==> config.mk <==
export PLATFORM = sky130hd
export DESIGN_NAME = priority_arbiter_4ch
export DESIGN_NICKNAME = d
export VERILOG_FILES = /design/src/rtl/priority_arbiter_4ch.sv
export SDC_FILE = /design/constraint.sdc
export NUM_CORES = 1
export LEC_CHECK = 0
export ABC_AREA = 1
export CAP_MARGIN = 20
export CORE_MARGIN = 2
export CORE_UTILIZATION = 55
export CTS_BUF_LIST = sky130_fd_sc_hd__clkbuf_8 sky130_fd_sc_hd__clkbuf_16
export CTS_CLUSTER_DIAMETER = 100
export DETAILED_ROUTE_END_ITERATION = 7
export PLACE_DENSITY = 0.84
export SYNTH_ARGS = -nofsm -noshare
export SYNTH_HDL_FRONTEND = slang
export SYNTH_SLANG_ARGS = --single-unit
export TNS_END_PERCENT = 30
==> constraint.sdc <==
create_clock -name clk -period 2.28 [get_ports clk]
set_input_delay 0.342 -clock clk [delete_from_list [all_inputs] [get_ports clk]]
set_output_delay 0.342 -clock clk [all_outputs]
set_load 0.01 [all_outputs]
==> src/rtl/priority_arbiter_4ch.sv <==
// priority_arbiter_4ch: shares one downstream resource among four requesters.
// Fixed-priority (3 highest) or round-robin selection, with grant hold until
// release or a MAX_HOLD-cycle timeout, and back-to-back handover on release.
module priority_arbiter_4ch #(
    parameter int RR_MODE  = 0,
    parameter int MAX_HOLD = 8
) (
    input  logic       clk,
    input  logic       reset,
    input  logic [3:0] req_lines,
    output logic [3:0] grant_lines,
    output logic [1:0] grant_id,
    output logic       grant_valid,
    output logic       timeout_pulse
);

    typedef enum logic {
        IDLE  = 1'b0,
        OWNED = 1'b1
    } state_t;

    // Hold count value at which the owner has used up its MAX_HOLD cycles.
    localparam logic [7:0] HOLD_LAST  = (MAX_HOLD == 0) ? 8'd0 : 8'(MAX_HOLD - 1);
    localparam bit         TIMEOUT_EN = (MAX_HOLD != 0);

    state_t     state, state_next;
    logic [7:0] hold_cnt, hold_cnt_next;
    logic [1:0] last_id, last_id_next;
    logic [3:0] grant_next;
    logic [1:0] id_next;
    logic       pulse_next;
    logic       owner_req;
    logic       forced;
    logic       release_now;
    logic [3:0] masked_req;
    logic [2:0] win;

    // Returns {found, index}. Fixed mode: highest set bit. Round-robin mode:
    // first set bit in the order last+1, last+2, last+3, last.
    function automatic logic [2:0] pick(input logic [3:0] req, input logic [1:0] last);
        logic [2:0] r;
        logic [1:0] idx;
        r = 3'b000;
        if (RR_MODE != 0) begin
            // Walk the order backwards so the nearest candidate is written last.
            for (int k = 4; k >= 1; k--) begin
                idx = last + 2'(k);
                if (req[idx]) r = {1'b1, idx};
            end
        end else begin
            for (int i = 0; i < 4; i++) begin
                if (req[i]) r = {1'b1, 2'(i)};
            end
        end
        return r;
    endfunction

    assign owner_req   = req_lines[grant_id];
    assign forced      = TIMEOUT_EN && owner_req && (hold_cnt == HOLD_LAST);
    assign release_now = !owner_req || forced;
    assign masked_req  = req_lines & ~grant_lines;
    assign grant_valid = |grant_lines;

    // Next-state, next-grant and hold-timer logic.
    always_comb begin
        state_next    = state;
        grant_next    = grant_lines;
        id_next       = grant_id;
        hold_cnt_next = hold_cnt;
        last_id_next  = last_id;
        pulse_next    = 1'b0;
        win           = 3'b000;
        case (state)
            IDLE: begin
                win = pick(req_lines, last_id);
                if (win[2]) begin
                    state_next    = OWNED;
                    grant_next    = 4'b0001 << win[1:0];
                    id_next       = win[1:0];
                    last_id_next  = win[1:0];
                    hold_cnt_next = 8'd0;
                end
            end
            OWNED: begin
                if (release_now) begin
                    // The current owner is masked off so a waiting requester
                    // always takes over without an idle cycle.
                    win        = pick(masked_req, last_id);
                    pulse_next = forced;
                    if (win[2]) begin
                        grant_next    = 4'b0001 << win[1:0];
                        id_next       = win[1:0];
                        last_id_next  = win[1:0];
                        hold_cnt_next = 8'd0;
                    end else begin
                        state_next    = IDLE;
                        grant_next    = 4'b0000;
                        id_next       = 2'd0;
                        hold_cnt_next = 8'd0;
                    end
                end else if (hold_cnt != 8'hFF) begin
                    hold_cnt_next = hold_cnt + 8'd1;
                end
            end
            default: begin
                state_next = IDLE;
                grant_next = 4'b0000;
                id_next    = 2'd0;
            end
        endcase
    end

    // State and registered outputs; reset clears everything immediately.
    always_ff @(posedge clk or posedge reset) begin
        if (reset) begin
            state         <= IDLE;
            grant_lines   <= 4'b0000;
            grant_id      <= 2'd0;
            timeout_pulse <= 1'b0;
            hold_cnt      <= 8'd0;
            last_id       <= 2'd3;
        end else begin
            state         <= state_next;
            grant_lines   <= grant_next;
            grant_id      <= id_next;
            timeout_pulse <= pulse_next;
            hold_cnt      <= hold_cnt_next;
            last_id       <= last_id_next;
        end
    end

endmodule
==> summary.md, run 1 <==
| Metric | Value |
|---|---|
| Final Setup Violations | 0 |
| # nets final | 176 |
| CTS Buffer Depth | 2 |
| Main combinational cell family by area after synthesis | simple AND/OR/NAND/NOR gates |
| PD cells | about 1100 mW/mm^2 |
| Max-cap viol count | 0 |
| Synth Register Bits | 16 |
| GRT Total Usage | between 20% and 30% |
| DRC errors left | 0 |
| Fin crit period | about 1.7 ns |
| Die Width | slightly below 50 um |
| Status | finished clean |
| Largest net degree at the start of global routing | 21 |
| Sequential share of the synthesized area | a little under two fifths |
| IR drop worst, VDD | 0.000698 V |
| Worst Path Max Fanout | 4 |
| Arrival time at the worst endpoint | about 1.4 ns |
| Routed len/inst | 12.5 um |
| Commonest non-fill, non-tap cell in the layout | nand2_1 |
| Crit path kind | register to output port |
| Leakage | 0.000657 uW |
| P&R area growth vs syn | 18.2% |
| Syn avg cell area | 7.07 sq um |
| Gate Count Post-Synth | around 150 |
| Root Buffer | clkbuf_8 |
| Critical path launch point type | register |
| Filler Cell Count | 159 |
| TritonCTS clock tree | done |
| Violation count after the first detailed-routing iteration | 35 |
| Mapped cell area | between 0.001 and 0.0015 sq mm |
| Dpl cells | roughly 190 |
| Fin crit share | ~74% |
| CTS Hold Bufs | 0 |
| Core area | 0.00190 sq mm |
| Mapped Nets | 160 |
| Worst endpoint required time | a little under 2 ns |
| Clock Sinks | 16 |
| Post-Synth Adder-Cell Area | under 10% |
| I/O Buffers | 13 |
| XOR/XNOR share of the synthesized area | less than 1% |
| Setup TNS | 0 ns |
| Max-slew violations | 0 |
| # diodes | 0 |
| R2R cell count | 8 |
| Final HPWL DP | roughly 1800 um |
| Die ar. | between 0.002 and 0.0025 sq mm |
| Warnings, synthesis | 0 |
| Synth Area in Compound Gates | just over 7% |
| First-pass iteration count of the detailed router | 4 |
| Worst slew margin relative to its limit | between 60% and 70% |
| Worst R2R Setup Slack | ~0.76 ns |
| Detailed-route vias per instance | approximately 5.4 |
| Critical Path Sink | grant_valid |
| Mux cell area share after synthesis | 0% |
| Vias in the first global route | about 940 |
| Die Span Y | between 40 and 50 um |
| RSZ-0062 raised after global routing | false |
| Share of layout cells above drive strength 1 | between 10% and 20% |
| Reg2reg start | state |
| Crit path launch | grant_lines[0] |
| WL final | 2430 um |
| First-pass GRT wire length | 4200 um |
| Layout Utilization | 67.2% |
| Final ANT Viol Nets | 0 |
| Simple logic cell fraction of the synthesized area | roughly 43% |
| Row count | 16 |
| R2r endpoint | hold_cnt[0] |
| Fmax | slightly below 600 MHz |
| Clk_lat worst skew | ~0.25 ns |
| Total global routing overflow | 0 |
| Reg clk slew, reported paths | ~0.07 ns |
| Resize count post-CTS | 0 |
| Num CTS Buffers | 3 |
| Initial antenna violation count | 0 |
| Cell Count, Final, Fillers Out | 195 |
| Clock skew | 0.00158 ns |
| H-tree depth | 1 |
| Slew of the pin with the lowest slew margin | 0.591 ns |
| Netlist cell types | 26 |
| Commonest cells after routing, fill and taps aside | 41 x nand2_1, 20 x inv_1, 19 x nand3_1, 16 x dfrtp_1, 14 x nor2_1 |
| Initial Util | 56.8% |
| Via Count | 1055 |
| RePlAce Congestion | 0.963 |
| Post-CTS Setup Bufs | 0 |
| Crit path capture type | output port |
| Top Ports | 14 |
| Worst min path class | input port to asynchronous set/reset pin |
| Endpoints failing hold | 0 |
synthesized netlist by cell type, drive strengths merged:
cell,count,area share (%)
a21oi,2,0.93
a31oi,1,0.58
buf,2,2.1
dfrtp,16,37
ha,1,1.2
inv,26,9.0
nand2,47,19
nand3,22,13
nand3b,1,0.69
nand4,4,2.3
nor2,16,6.5
nor3,1,0.46
nor3b,1,0.69
o21ai,10,5.0
o22ai,1,0.58
or2,1,0.58
xor2,1,0.81
kinds of logic (layout without fill, tap and decap cells):
group	after synthesis	after routing
AND/OR/NAND/NOR	93	93
flip-flops	16	16
AO/OA/AOI/OAI	14	14
XOR/XNOR	1	1
buffers and inverters	28	43
adder cells (fa/ha/maj)	1	1
metrics by stage:
step / total power [uW] / hold WS, ns / cell area [sq um] / worst slack [ns]
2_1_floorplan: 901 / 0.256 / 1080 / 0.935
3_3_place_gp: 1050 / 0.510 / 1220 / 0.510
3_5_place_dp: 1090 / 0.514 / 1220 / 0.410
4_1_cts: 1340 / 0.490 / 1280 / 0.590
5_1_grt: 1440 / 0.534 / 1280 / 0.514
6_report: 1340 / 0.459 / 1280 / 0.586
area by class of cell:
type	instances	area [sq um]	area share, %
tap	27	33.8	2.64
timing repair buffer	13	130	10.2
sequential	16	400	31.3
multi-input combinational	109	561	43.9
inverter	26	97.6	7.64
clock buffer	4	55.1	4.31
registers in the layout (all words and copies together), names as in the netlist:
| signal | flops |
|---|---|
| timeout_pulse | 1 |
| grant_lines | 4 |
| grant_id | 2 |
| state | 1 |
| hold_cnt | 8 |
critical path, cell delays in order, from the launching register on:
cell and delay, ns:
dfrtp_1 0.42, nor2_1 0.12, nand3_1 0.07, clkdlybuf4s50_1 0.49
per-layer routing:
| metal | vias up | GRT usage (%) | share of wire [%] |
|---|---|---|---|
| li1 | 517 | - | - |
| met1 | 502 | 30.0 | 46 |
| met2 | 29 | 38.2 | 48 |
| met3 | 7 | 2.78 | 3.6 |
| met4 | 0 | 7.14 | 1.6 |
| met5 | - | 0 | 0 |
power by group:
part	switching [uW]	internal (uW)
Sequential	81.0	358
Clock	108	153
Combinational	380	264
Total	569	776
worst min-delay path by stage:
stage                         from              to
CTS                          reset     hold_cnt[0]
global placement    grant_lines[1]  grant_lines[1]
floorplan                    reset     grant_id[0]
finish                       reset  grant_lines[1]
detailed placement  grant_lines[1]  grant_lines[1]
global route                 reset     hold_cnt[3]
Note: power is estimated with default switching activity, not from simulation.
==> run 2: changes to the inputs <==
- CORE_UTILIZATION: 55 -> 54
- PLACE_DENSITY: 0.84 -> 0.83
- clock period: 2.28 -> 1.7 ns (I/O delays scaled with it)
==> run 2 against run 1 <==
Net effect:
- routed wire length shrank 5.4%
- final cell count up 2.6%
- via count shrank 4.0%
- die area rose by 1.7%
- clock power up 29%
- combinational power increased by 36%
- global-route usage barely moved
- first-iteration DRC count shrank 17%
- utilization grew 1.3 points
- non-clock buffer count grew 5
- total power rose by 33%
==> summary.md, run 2 (same netlist as run 1, synthesis figures left out) <==
| Metric | Value |
|---|---|
| Worst Path Max Fanout | 4 |
| Max-slew violations | 0 |
| Crit path kind | register to output port |
| Post-CTS Setup Bufs | 0 |
| Root Buffer | clkbuf_8 |
| Die Span Y | 48.7 um |
| CTS Hold Bufs | 0 |
| First-pass iteration count of the detailed router | 4 |
| IR drop worst, VDD | ~0.00099 V |
| Reg clk slew, reported paths | ~0.07 ns |
| Setup TNS | 0 ns |
| Worst min path class | input port to asynchronous set/reset pin |
| Worst slew margin relative to its limit | about three quarters |
| Vias in the first global route | a little under 1000 |
| GRT Total Usage | 22.5% |
| I/O Buffers | 13 |
| WL final | approximately 2300 um |
| Die ar. | roughly 0.0024 sq mm |
| Top Registers | hold_cnt x8, grant_lines x4, grant_id x2 |
| Fin crit period | 1.58 ns |
| Share of layout cells above drive strength 1 | 16.2% |
| Resize count post-CTS | 0 |
| Total global routing overflow | 0 |
| Violation count after the first detailed-routing iteration | 29 |
| CTS Buffer Depth | 2 |
| Slew of the pin with the lowest slew margin | roughly 0.37 ns |
| Final HPWL DP | 1820 um |
| Clock Sinks | 16 |
| Hold slack | slightly above 0.3 ns |
| Fmax | between 600 and 700 MHz |
| Fin crit share | about 93% |
| Filler Cell Count | between 150 and 200 |
| DRC errors left | 0 |
| Detailed-route vias per instance | just over 5 |
| Num CTS Buffers | 3 |
| Reg with most FFs | hold_cnt |
| Max reg flops | 8 |
| RePlAce Congestion | approximately 0.85 |
| Commonest non-fill, non-tap cell in the layout | nand2_1 |
| Largest net degree at the start of global routing | 21 |
| Max-cap viol count | 0 |
| Top Ports | 14 |
| Clk_lat worst skew | around 0.25 ns |
| Worst endpoint required time | 1.44 ns |
| PD cells | 1360 mW/mm^2 |
| Pwr Total | 1790 uW |
| Final Setup Violations | 0 |
| RSZ-0062 raised after global routing | false |
| Status | finished clean |
| Critical path launch point type | register |
| Leakage | ~0.0007 uW |
| # nets final | 181 |
| Final ANT Viol Nets | 0 |
| Core area | roughly 0.0019 sq mm |
| P&R area growth vs syn | 21.6% |
| R2R cell count | 8 |
| # diodes | 0 |
| TritonCTS clock tree | done |
| Crit path capture type | output port |
| Endpoints failing hold | 0 |
| First-pass GRT wire length | roughly 4200 um |
| Row count | 16 |
| Initial Util | a little under three fifths |
| Routed len/inst | about 11 um |
| Arrival time at the worst endpoint | about 1.3 ns |
| Via Count | between 1000 and 1500 |
| H-tree depth | 1 |
| Clock skew | 0.00409 ns |
| Initial antenna violation count | 0 |
| Commonest cells after routing, fill and taps aside | 41 x nand2_1, 20 x inv_1, 19 x nand3_1, 16 x dfrtp_1, 14 x nor2_1 |
| Die Width | approximately 50 um |
-- run 2: final cells by class --
class,count,area (sq um),share of cell area [%]
sequential,16,400,30.4
multi-input combinational,109,561,42.6
timing repair buffer,18,168,12.7
clock buffer,4,55.1,4.19
inverter,26,97.6,7.42
tap,27,33.8,2.57
-- run 2: layer usage --
layer,vias to the layer above,share of wire [%],global-route usage [%]
li1,522,-,-
met1,465,47,30.7
met2,26,48,37.4
met3,0,4.6,4.01
met4,0,0,4.76
met5,-,0,0
-- run 2: per-stage QoR --
stage / worst slack, ns / instance area, sq um / std cells / utilization, %
after global routing: 0.0336 / 1320 / 200 / 68.4
after floorplan: 0.355 / 1080 / 153 / -
after detailed placement: 0.00729 / 1260 / 196 / 65.6
final: 0.116 / 1320 / 200 / 68.4
after CTS: 0.115 / 1320 / 200 / 68.4
after global placement: 0.0656 / 1260 / 196 / 65.6
-- run 2: path summary, 6_finish.rpt --
check                                     from        endpoint  slack [ns]
worst min register to register  grant_lines[1]  grant_lines[1]        0.53
max in group asynchronous                reset     hold_cnt[6]        1.21
min in group clk                grant_lines[1]  grant_lines[1]        0.53
worst max register to register     hold_cnt[0]     hold_cnt[5]        0.18
worst min-delay path                     reset  grant_lines[2]        0.31
worst max-delay path            grant_lines[0]     grant_valid        0.12
-- run 2: critical path, stage by stage (launching register included) --
cell and delay [ns]:
dfrtp_1 0.42, nor2_1 0.12, nand3_1 0.07, clkdlybuf4s50_1 0.48
-- run 2: report_power, final --
| part | internal, uW | switching (uW) | total, uW | leakage (uW) |
|---|---|---|---|---|
| registers | 481 | 101 | 581 | 0.000209 |
| logic | 366 | 509 | 875 | 0.000442 |
| clock network | 205 | 131 | 336 | 0.0000288 |
==> run 3: changes to the inputs <==
==> constraint.sdc (replaced) <==
create_clock -name clk -period 1.7 [get_ports clk]
set_input_delay 0.34 -clock clk [delete_from_list [all_inputs] [get_ports clk]]
set_output_delay 0.34 -clock clk [all_outputs]
set_load 0.01 [all_outputs]
==> run 3 against run 2 <==
Net effect:
- global-route usage rose by 0.32 points
- largest cell class unchanged
- utilization increased by 1.6 points
- via count is 8.1% higher
- non-clock buffer count grew 4
- highest routed layer is now met4
- sequential share of layout area down 0.68 points
- clock-buffer cell count unchanged
- total power is 3.7% higher
- clock power up 4%
- worst hold slack improved by 0.082 ns
- final area increased by 2.3%
==> summary.md, run 3 (same netlist as run 1, synthesis figures left out) <==
| Metric | Value |
|---|---|
| Initial antenna violation count | 0 |
| Max-slew violations | 0 |
| TritonCTS clock tree | done |
| Leakage | between 0.0007 and 0.0008 uW |
| Root Buffer | clkbuf_8 |
| Reg2reg start | hold_cnt[0] |
| Status | finished clean |
| Max reg flops | 8 |
| Worst setup margin | just under 0.03 ns |
| Worst R2R Setup Slack | around 0.14 ns |
| Total global routing overflow | 0 |
| Commonest cells after routing, fill and taps aside | 41 x nand2_1, 20 x inv_1, 19 x nand3_1, 16 x dfrtp_1, 14 x nor2_1 |
| Fin crit period | between 1.5 and 2 ns |
| Die ar. | about 0.0024 sq mm |
| Via Count | 1095 |
| # diodes | 0 |
| Top Registers | hold_cnt x8, grant_lines x4, grant_id x2 |
| Clk_lat worst skew | about 0.26 ns |
| Violation count after the first detailed-routing iteration | 47 |
| Filler Cell Count | approximately 150 |
| Fmax | between 500 and 600 MHz |
| Share of layout cells above drive strength 1 | 18.1% |
| Reg with most FFs | hold_cnt |
| Resize count post-CTS | 0 |
| Core area | 0.00192 sq mm |
| Crit path capture type | output port |
| Clock skew | 0.00102 ns |
| First-pass iteration count of the detailed router | 4 |
| Final HPWL DP | between 1500 and 2000 um |
| I/O Buffers | 13 |
| Die Span Y | a little under 50 um |
| Critical-path cell list | nor2_1, nand3_1, clkdlybuf4s50_1 |
| Final Setup Violations | 0 |
| Row count | 16 |
| DRC errors left | 0 |
| WL final | ~2500 um |
| R2R cell count | 9 |
| R2r endpoint | grant_lines[0] |
| Vias in the first global route | just under 1000 |
| Worst min path class | input port to asynchronous set/reset pin |
| Cell Count, Final, Fillers Out | ~200 |
| Fin crit share | 98.3% |
| First-pass GRT wire length | around 4200 um |
| Hold slack | about 0.39 ns |
| Commonest non-fill, non-tap cell in the layout | nand2_1 |
| Largest net degree at the start of global routing | 21 |
| Slew of the pin with the lowest slew margin | ~0.36 ns |
| Worst slew margin relative to its limit | approximately 76% |
| Arrival time at the worst endpoint | 1.33 ns |
| Dpl cells | about 200 |
| RePlAce Congestion | approximately 0.80 |
| Crit path kind | register to output port |
| Critical path's largest stage delay | between 0.4 and 0.5 ns |
| Top Ports | 14 |
| P&R area growth vs syn | 24.4% |
| CTS Buffer Depth | 2 |
| # nets final | ~190 |
| PD cells | 1380 mW/mm^2 |
| DP Worst Slack | -0.0516 ns |
| Initial Util | 56.3% |
| Worst Path Max Fanout | 4 |
| IR drop worst, VDD | roughly 0.0013 V |
| Num CTS Buffers | 3 |
| Worst endpoint required time | approximately 1.4 ns |
| Max-cap viol count | 0 |
| CP max stage cell | clkdlybuf4s50_1 |
| Reg clk slew, reported paths | approximately 0.060 ns |
| CTS Hold Bufs | 0 |
| Clock Sinks | 16 |
| Die Width | about 49 um |
| Routed len/inst | 12.3 um |
| Endpoints failing hold | 0 |
| GRT Total Usage | between 20% and 30% |
| H-tree depth | 1 |
| Final ANT Viol Nets | 0 |
| Detailed-route vias per instance | around 5.4 |
| Critical path launch point type | register |
| Pwr Total | 1860 uW |
==> run 3: worst max-delay path, delay by kind of cell (launching register included) <==
kind | cells | cell delay [ns]
and+or+nand+nor | 2 | 0.18
buffers and inverters | 1 | 0.48
DFF | 1 | 0.41
==> run 3: cell type report <==
type,count,area (sq um),area share (%)
multi-input cells,109,561,41.7
well taps,27,33.8,2.51
clock buffers,4,55.1,4.09
repair buffers,22,198,14.7
inverters,26,97.6,7.26
flip-flops and latches,16,400,29.8
==> run 3: stage by stage <==
step,TNS (ns),cell area [sq um],utilization [%]
after CTS,0,1330,69.2
after floorplan,0,1080,-
after global placement,-0.0264,1270,66.3
after detailed placement,-0.236,1270,66.3
final,0,1350,70.0
after global routing,-0.00445,1350,70.0
==> run 3: repair_timing <==
action | 4_1_cts | 5_1_grt
hold endpoints to repair | 0 | 0
buffers inserted | 0 | 2
setup endpoints to repair | 0 | 1
==> run 3: report_power, final <==
part / total (uW) / switching, uW / internal, uW
Clock: 348 / 142 / 206
Sequential: 572 / 91.4 / 481
Combinational: 939 / 529 / 410
==> run 3: how the worst max path moves through the flow <==
stage | from | endpoint | slack (ns) | depth (start not counted)
after floorplan | hold_cnt[0] | grant_lines[0] | 0.36 | 10
after global placement | req_lines[3] | hold_cnt[4] | -0.01 | 9
after detailed placement | req_lines[3] | grant_lines[0] | -0.05 | 10
after CTS | grant_lines[2] | grant_valid | 0.03 | 3
after global routing | grant_lines[2] | grant_valid | -0.004 | 3
final | grant_lines[0] | grant_valid | 0.03 | 3
==> run 3: routing by layer <==
metal  routed length, um  vias to the layer above  track usage, %  share of wire (%)
met1                1090                      506            29.3                 43
met3                 149                        2            3.70                5.9
met5                   0                        -               0                  0
met4                  21                        0            10.0               0.84
met2                1260                       48            37.9                 50
li1                    -                      539               -                  -
